**config.mk**
```make
export PLATFORM = sky130hd
export DESIGN_NAME = imem_loader
export DESIGN_NICKNAME = d
export VERILOG_FILES = /design/src/rtl/imem_pkg.sv /design/src/rtl/imem_word_assembler.sv /design/src/rtl/imem_loader.sv
export SDC_FILE = /design/constraint.sdc
export NUM_CORES = 1
export LEC_CHECK = 0
export BUFFER_PORTS_ARGS = -buffer_cell sky130_fd_sc_hd__buf_2
export CORE_ASPECT_RATIO = 0.9
export CORE_MARGIN = 5
export CORE_UTILIZATION = 50
export CTS_CLUSTER_SIZE = 40
export DETAILED_ROUTE_END_ITERATION = 16
export PLACE_DENSITY = 0.8
export RECOVER_POWER = 25
export SYNTH_ARGS = -nofsm -noshare
export SYNTH_HDL_FRONTEND = slang
export SYNTH_HIERARCHICAL = 1
export SYNTH_SLANG_ARGS = --single-unit
```
**constraint.sdc**
```tcl
create_clock -name clk -period 2.2 [get_ports clk]
set_input_delay 0.11 -clock clk [delete_from_list [all_inputs] [get_ports clk]]
set_output_delay 0.11 -clock clk [all_outputs]
set_load 0.02 [all_outputs]
```
**src/rtl/imem_pkg.sv**
```systemverilog
// Shared types and sizes for the instruction-memory loader.
// No logic; constants and the loader state encoding only.
// Imported by imem_loader and imem_word_assembler.
package imem_pkg;

    localparam int IMEM_ADDR_W = 8;
    localparam int WORD_W      = 32;

    typedef enum logic [2:0] {
        IDLE,
        GET_CNT,
        GET_DATA,
        GET_CHK,
        DONE,
        ERR
    } state_t;

endpackage

```
**src/rtl/imem_word_assembler.sv**
```systemverilog
// Packs big-endian stream bytes into 32-bit words and keeps the running XOR checksum.
// Latency: word_rdy_o pulses one cycle after the 4th byte of a word is accepted.
// Backpressure: none; it takes one byte per cycle whenever byte_vld_i is high.
module imem_word_assembler
    import imem_pkg::*;
(
    input  logic              clk_i,
    input  logic              rst_i,
    input  logic              clr_i,
    input  logic              byte_vld_i,
    input  logic [7:0]        byte_dat_i,
    output logic              last_byte_o,
    output logic              word_rdy_o,
    output logic [WORD_W-1:0] word_o,
    output logic [7:0]        chk_o
);

    logic [WORD_W-1:0] shift_q, shift_d;
    logic [1:0]        idx_q, idx_d;
    logic [7:0]        chk_q, chk_d;
    logic              rdy_q, rdy_d;

    // The byte at index 3 completes the current word.
    assign last_byte_o = byte_vld_i && (idx_q == 2'd3);
    assign word_rdy_o  = rdy_q;
    assign word_o      = shift_q;
    assign chk_o       = chk_q;

    // Next state: shift in MSB-first, fold each byte into the checksum, flag completed words.
    always_comb begin
        shift_d = shift_q;
        idx_d   = idx_q;
        chk_d   = chk_q;
        rdy_d   = 1'b0;
        if (clr_i) begin
            shift_d = '0;
            idx_d   = '0;
            chk_d   = '0;
        end else if (byte_vld_i) begin
            shift_d = {shift_q[WORD_W-9:0], byte_dat_i};
            idx_d   = idx_q + 2'd1;
            chk_d   = chk_q ^ byte_dat_i;
            rdy_d   = (idx_q == 2'd3);
        end
    end

    // State registers with synchronous reset.
    always_ff @(posedge clk_i) begin
        if (rst_i) begin
            shift_q <= '0;
            idx_q   <= '0;
            chk_q   <= '0;
            rdy_q   <= 1'b0;
        end else begin
            shift_q <= shift_d;
            idx_q   <= idx_d;
            chk_q   <= chk_d;
            rdy_q   <= rdy_d;
        end
    end

endmodule

```
**src/rtl/imem_loader.sv**
```systemverilog
// Loads a COUNT/data/CHK byte stream into instruction memory while holding the CPU.
// Latency: each word is written the cycle after its 4th byte; status updates one cycle after CHK.
// Backpressure: byte_ready is high in every receiving state, so the source is never stalled mid-load.
module imem_loader
    import imem_pkg::*;
#(
    parameter int ADDR_W  = IMEM_ADDR_W,
    parameter int TIMEOUT = 1024
) (
    input  logic              clk,
    input  logic              rst,
    input  logic              load_start,
    input  logic              byte_valid,
    input  logic [7:0]        byte_data,
    output logic              byte_ready,
    output logic              mem_we,
    output logic [ADDR_W-1:0] mem_addr,
    output logic [WORD_W-1:0] mem_wdata,
    output logic              cpu_hold,
    output logic              pc_clear,
    output logic              load_done,
    output logic              load_err,
    output logic [ADDR_W:0]   word_cnt
);

    localparam int              TMO_W    = $clog2(TIMEOUT);
    localparam logic [TMO_W-1:0] TMO_LAST = TMO_W'(TIMEOUT - 1);
    localparam logic [TMO_W-1:0] TMO_ONE  = TMO_W'(1);
    localparam logic [ADDR_W:0]  CNT_ONE  = (ADDR_W + 1)'(1);

    state_t            state_q, state_d;
    logic              cpu_hold_q, cpu_hold_d;
    logic              load_done_q, load_done_d;
    logic              load_err_q, load_err_d;
    logic              pc_clear_q, pc_clear_d;
    logic [ADDR_W:0]   word_cnt_q, word_cnt_d;
    logic [ADDR_W:0]   total_q, total_d;
    logic [TMO_W-1:0]  tmo_q, tmo_d;

    logic              xfer;
    logic              asm_clr;
    logic              last_byte;
    logic              word_rdy;
    logic [WORD_W-1:0] asm_word;
    logic [7:0]        asm_chk;

    assign byte_ready = (state_q == GET_CNT) || (state_q == GET_DATA) || (state_q == GET_CHK);
    assign xfer       = byte_valid && byte_ready;

    imem_word_assembler u_asm (
        .clk_i       (clk),
        .rst_i       (rst),
        .clr_i       (asm_clr),
        .byte_vld_i  (xfer && (state_q == GET_DATA)),
        .byte_dat_i  (byte_data),
        .last_byte_o (last_byte),
        .word_rdy_o  (word_rdy),
        .word_o      (asm_word),
        .chk_o       (asm_chk)
    );

    // A write pending while reset is asserted must never reach the memory.
    assign mem_we    = word_rdy && !rst;
    assign mem_addr  = word_cnt_q[ADDR_W-1:0];
    assign mem_wdata = asm_word;
    assign cpu_hold  = cpu_hold_q;
    assign pc_clear  = pc_clear_q;
    assign load_done = load_done_q;
    assign load_err  = load_err_q;
    assign word_cnt  = word_cnt_q;

    // Next state: load sequencing, status flags, word counting and the idle timeout.
    always_comb begin
        state_d     = state_q;
        cpu_hold_d  = cpu_hold_q;
        load_done_d = load_done_q;
        load_err_d  = load_err_q;
        pc_clear_d  = 1'b0;
        total_d     = total_q;
        tmo_d       = tmo_q;
        asm_clr     = 1'b0;
        word_cnt_d  = word_rdy ? (word_cnt_q + CNT_ONE) : word_cnt_q;

        case (state_q)
            IDLE, DONE, ERR: begin
                if (load_start) begin
                    state_d     = GET_CNT;
                    cpu_hold_d  = 1'b1;
                    load_done_d = 1'b0;
                    load_err_d  = 1'b0;
                    word_cnt_d  = '0;
                    tmo_d       = '0;
                    asm_clr     = 1'b1;
                end
            end
            GET_CNT: begin
                if (xfer) begin
                    total_d = {{(ADDR_W - 7){1'b0}}, byte_data} + CNT_ONE;
                    state_d = GET_DATA;
                end
            end
            GET_DATA: begin
                // Move on as the last word completes; its write lands in the
                // following cycle, so a CHK byte sent back-to-back is still caught.
                if (last_byte && ((word_cnt_q + CNT_ONE) == total_q)) begin
                    state_d = GET_CHK;
                end
            end
            GET_CHK: begin
                if (xfer) begin
                    if (byte_data == asm_chk) begin
                        state_d     = DONE;
                        load_done_d = 1'b1;
                        cpu_hold_d  = 1'b0;
                        pc_clear_d  = 1'b1;
                    end else begin
                        state_d    = ERR;
                        load_err_d = 1'b1;
                    end
                end
            end
            default: state_d = IDLE;
        endcase

        // Idle watchdog while receiving; a transfer always wins over expiry.
        if (byte_ready) begin
            if (xfer) begin
                tmo_d = '0;
            end else if (tmo_q == TMO_LAST) begin
                state_d    = ERR;
                load_err_d = 1'b1;
            end else begin
                tmo_d = tmo_q + TMO_ONE;
            end
        end
    end

    // State and output registers with synchronous reset.
    always_ff @(posedge clk) begin
        if (rst) begin
            state_q     <= IDLE;
            cpu_hold_q  <= 1'b0;
            load_done_q <= 1'b0;
            load_err_q  <= 1'b0;
            pc_clear_q  <= 1'b0;
            word_cnt_q  <= '0;
            total_q     <= '0;
            tmo_q       <= '0;
        end else begin
            state_q     <= state_d;
            cpu_hold_q  <= cpu_hold_d;
            load_done_q <= load_done_d;
            load_err_q  <= load_err_d;
            pc_clear_q  <= pc_clear_d;
            word_cnt_q  <= word_cnt_d;
            total_q     <= total_d;
            tmo_q       <= tmo_d;
        end
    end

endmodule
```
Word-level counts from Yosys, hierarchy flattened. Cells that the tools add are included.

Word-level logic and storage cells: 83. Input bits: 12. Output and inout port bits: 55. Flip-flop bits (word level): 78.

Equality and inequality tests: 12. Bitwise logic cells: 4. Add/subtract/negate cells: 4. Muxes and demuxes: 35. Reductions and logical operators: 16.

Operators with widths (count): $mux 10 (5); $mux 9 (3); $mux 3 (7); $mux 1 (16); $pmux 3 s4 (1); $add 10x1->10 const B (1); $eq 10x10->1 const B (1); $add 8x1->9 const B (1); $add 9x1->9 const B (1); $eq 9x9->1 (1); $reduce_or 3->1 (3); $eq 8x8->1 (1); $xor 8x8->8 (1); $eq 3x2->1 const B (2); $eq 3x3->1 const B (2); $pmux 1 s2 (3); $logic_and 1x1->1 (5); $ne 2x2->1 const B (2); $reduce_and 4->1 (1); $eq 3x1->1 const B (1); $logic_not 3->1 (1); $not 1->1 (3); $add 2x1->2 const B (1); $eq 2x2->1 const B (1); 6 further kinds (7).

Logic depth before layout (Yosys ltp).
Depth in word-level cells: 12. Mapped depth: 11. Gate-level depth less buffers: 8.

Cells and area by module. Netlist, hierarchy kept.

By module, submodules not included: imem_loader (times used 1, cells an instance 261, sequential area each 700.7 µm², area each 2107.0 µm²); imem_word_assembler (times used 1, cells an instance 151, sequential area each 860.8 µm², area each 1661.6 µm²).

Least setup slack after synthesis. OpenSTA, ideal clock, no wires.

Path kind: register -> register. Start point: reg state_q[1]. End point: reg state_q[0]. Required time: 2.116 ns. Period minus slack after synthesis: 2.259 ns. Arrival: 2.175 ns. Setup time: 0.084 ns. Slack: -0.059 ns. Cell stages (with the launch flop): 12. Cells stage by stage: dfxtp_1 buf_1 nand2_1 nor3_1 buf_4 buf_4 nand2_1 inv_1 and4_1 nand4_1 or4_1 o31ai_2.

Longest elaborated chain between the ends: 12. Elaborated cells between the ends (all ways): 20. Classes of those cells: 5 x eq/ne; 7 x mux; 8 x reduce/logical.

Ends and longest elaborated chain: start, declared (line imem_loader.sv:31) `state_t state_q, state_d;`; start signal, assigned (line imem_loader.sv:150) `state_q <= state_d;`; $eq 3x1->1 / $eq 3x2->1 (equally long branches) (line imem_loader.sv:47, imem_loader.sv:54); $logic_or 1x1->1 (2 in a row) (line imem_loader.sv:47) `assign byte_ready = (state_q == GET_CNT) || (state_q == GET_DATA) || (state_q == GET_CHK);`; $logic_and 1x1->1 (line imem_loader.sv:48) `assign xfer = byte_valid && byte_ready;`; $logic_and 1x1->1 (*) (line imem_loader.sv:54) `.byte_vld_i (xfer && (state_q == GET_DATA)),`; $logic_and 1x1->1 (*) (line imem_word_assembler.sv:24) `assign last_byte_o = byte_vld_i && (idx_q == 2'd3);`; via last_byte (line imem_loader.sv:42) `logic last_byte;`; $logic_and 1x1->1 (*) (line imem_loader.sv:105) `if (last_byte && ((word_cnt_q + CNT_ONE) == total_q)) begin`; $mux 3 (*) (line imem_loader.sv:105); $pmux 3 s4 (*) (line imem_loader.sv:84) `case (state_q)`; $mux 3 (line imem_loader.sv:129) `end else if (tmo_q == TMO_LAST) begin`; $mux 3 (line imem_loader.sv:127) `if (xfer) begin`; $mux 3 (*) (line imem_loader.sv:126) `if (byte_ready) begin`.

The timed path passes the listed nets; every way through them passes the cells marked *. A chain may end at the register's enable or synchronous reset.

Worst setup path after layout.
Start point: reg word_cnt_q[1] (netlist: word_cnt[1]). End point: reg state_q[0].

Longest elaborated chain between the ends: 8.

Ends and longest elaborated chain: start, declared (line imem_loader.sv:36) `logic [ADDR_W:0] word_cnt_q, word_cnt_d;`; start signal, assigned (line imem_loader.sv:155) `word_cnt_q <= word_cnt_d;`; $add 9x1->9 (*) (line imem_loader.sv:105); $eq 9x9->1 (*) (line imem_loader.sv:105); $logic_and 1x1->1 (*) (line imem_loader.sv:105); $mux 3 (*) (line imem_loader.sv:105); $pmux 3 s4 (*) (line imem_loader.sv:84); $mux 3 (line imem_loader.sv:129); $mux 3 (line imem_loader.sv:127); $mux 3 (*) (line imem_loader.sv:126).

Mark *: on every way between the ends. The rest lies on a longest branch, timed or not.

==> impl_metrics.yaml <==
timing:
  rsz0062_at_grt: "no"
  finalSetupViolations: 0
  worst_pin_slew_ns: 0.698
  holdWs_ns: 0.0569
  min_period_ns: 2.01
  hold_viol_final: 0
  fin_crit_sh_pct: 91.5
  finClkSkew_ns: 0.00841
  fmax_mhz: 497
  setup_tns_ns: 0
  maxSlewViolCount: 0
  maxSlewHeadroom_pct: 53.4
setup_path:
  crit_fanout: 8
  path_depth: 6
  required_ns: 2.47
  worstSetupPathType: "flop to flop"
  endpoint_kind: "flop"
  critical_path_arrival_ns: 2.28
  r2r_start: "word_cnt[1]"
  path_delay_family: "simple AND/OR/NAND/NOR gates"
  endpoint: "state_q[0]"
  cp_num_buf_inv: 0
  start_kind: "flop"
  worstPathCellList: "ha_1 > nand3_2 > nor3_2 > a31oi_1 > or4_1 > o31ai_2"
  reg2reg_depth: 6
  critical_path.slowest_cell: "or4_1"
  cpPeakStageDelay_ns: 0.56
  reg2reg_to: "state_q[0]"
  startpoint: "word_cnt[1]"
  ff2ff_setup_slack_ns: 0.19
run:
  cap_violations: 0
clocking:
  cts_htree_levels: 3
  cts_resized: 0
  cts_inserted_buffers: 9
  cts_hold_buffers: 0
  clock_sinks: 78
  cts_tree: "yes"
  cts.clk_slew.worst_paths_ns: 0.09
  clk_latency_ns: 0.35
  cts-root-buf: "clkbuf_8"
  clockBufferDepth: 2
  cts_setup_buffers: 0
floorplan:
  ios: 67
  die_w_um: 102
  dieArea_um2: 9380
  core_area_um2: 7430
  core.rowCount: 30
  fp.dieH_um: 92.4
  start_util_pct: 50.7
yosys:
  yosys_warnings: 6
  ys_ff_latch: 78
  ys_types: 53
  syn-num-nets: 428
  synth_top_area_share_pct: 41.4
  synth-seq-area-share_pct: 41.4
  synth.largest_area_cell: "dfxtp_1"
  syn_area_um2: 3770
  syn-instance-count: 412
  synthTopCellsByArea: "dfxtp_1 (41%), mux2i_1 (9.3%), nor2_1 (7.0%)"
  avgSynthCellArea_um2: 9.15
global_route:
  grt_max_degree: 51
  grtUsageTotal_pct: 17.2
  grt_pass1_wl_um: 13200
  overflow: 0
  grt_antenna_before_repair: 0
  grt_pass1_vias: 2929
detailed_routing:
  wl_per_cell_um: 13.5
  drt_iter0_markers: 143
  drt_wl_total_um: 7670
  via_count: 3030
  drc: 0
  dr.pass1.iters: 4
  drtAntennaViolNets: 0
  vias_per_cell: 5.35
layout:
  final_common_cell: "dfxtp_1"
  area_growth_syn_to_layout_pct: 12.0
  finalCoreUtilization_pct: 56.8
  antennaDiodeCount: 0
  drive_above_1_share_pct: 16.8
  fillers: 697
  nets: 481
  mostFrequentLayoutCells: "dfxtp_1 (78), nor2_1 (70), mux2i_1 (35)"
placed_design:
  gp_congestion: 0.859
  hpwl_um: 5500
  port-buffer-count: 66
worst_hold_path:
  min_path_type: "input port to flop"
  hold_depth: 2
power_and_ir_drop:
  power_leakage_uw: 0.00153
  power_uw: 2870
  power_density_nw_per_um2: 681
  ir_worst_vdd_mv: 0.352
run_status:
  status: "finished clean"
[metrics by stage]
stage / worst slack [ns] / instance area [um^2] / cells
after CTS: 0.191 / 4260 / 566
final: 0.187 / 4220 / 566
after detailed placement: 0.187 / 4060 / 550
after floorplan: 0.0670 / 3770 / 412
after global routing: 0.0633 / 4220 / 566
after global placement: 0.350 / 4060 / 550
[synth_stat cells, drive strengths merged]
master and instances:
nor3b 1, o221ai 1, a41oi 1, a21oi 24, ha 4, clkbuf 4
and4 3, nand3b 11, o21bai 3, o31ai 2, or4 2, nor2b 1
nor4 3, a211oi 8, o32a 1, nand2b 3, or3 1, mux2i 35
buf 26, a31oi 5, o21a 2, o21ai 10, a21o 1, nor3 7
o31a 1, inv 8, nor2 72, a32oi 1, nand4 7, and3 3
nand2 18, and2 2, or2 2, a21bo 8, dfxtp 78, nand3 15
a211o 1, xnor2 17, a221oi 3, xor2 17
[state kept, by name, indices dropped and copies added (netlist names)]
name              flops
word_cnt              9
total_q               9
tmo_q                10
u_asm/idx_q           2
u_asm/word_o         32
state_q               3
load_done             1
pc_clear              1
cpu_hold              1
u_asm/chk_o           8
load_err              1
u_asm/word_rdy_o      1
[worst min path at each step]
stage | start | endpoint
floorplan | byte_data[0] | total_q[0]
global placement | byte_data[0] | total_q[0]
detailed placement | byte_data[0] | total_q[0]
CTS | byte_data[0] | total_q[0]
global route | byte_data[0] | total_q[0]
finish | byte_data[0] | total_q[0]
[where the power goes]
part | switching [uW] | leakage, uW | internal, uW
registers | 28.4 | 0.000630 | 1440
clock network | 568 | 0.000101 | 540
logic | 189 | 0.000796 | 109
[cells by family (layout without fill, tap and decap cells)]
kind of cell               count (synthesis)  after routing  share of synthesized area [%]
muxes                                     35             35                           9.30
AOI/OAI and AO/OA                         72             72                           13.5
DFF                                       78             78                           41.4
and+or+nand+nor                          151            151                           19.7
buffers and inverters                     38             96                           6.81
xor gates and xnor gates                  34             34                           7.90
adders and majority gates                  4              4                           1.33
[final cells by class]
| cell class | instances | area [um^2] | share of cell area, % |
|---|---|---|---|
| Inverter | 8 | 30.0 | 0.712 |
| Clock inverter | 7 | 81.3 | 1.93 |
| Timing Repair Buffer | 72 | 347 | 8.21 |
| Multi-Input combinational cell | 296 | 1960 | 46.4 |
| Sequential cell | 78 | 1560 | 37.0 |
| Tap cell | 96 | 120 | 2.85 |
| Clock buffer | 9 | 124 | 2.94 |
[metal layers]
metal | global-route usage, % | share of wire [%] | vias up
met5 | 0 | 0 | -
met4 | 5.54 | 0.93 | 0
met3 | 5.05 | 6.2 | 6
met2 | 27.7 | 48 | 85
met1 | 22.0 | 45 | 1401
li1 | - | - | 1538
[worst register-to-register path: cells and delay by family (launching register included)]
kind / cells / cell delay [ns]
AO/OA/AOI/OAI: 2 / 0.25
adder cells (fa/ha/maj): 1 / 0.29
flip-flops: 1 / 0.45
AND/OR/NAND/NOR: 3 / 0.95
Power figures use the tool's default switching activity.
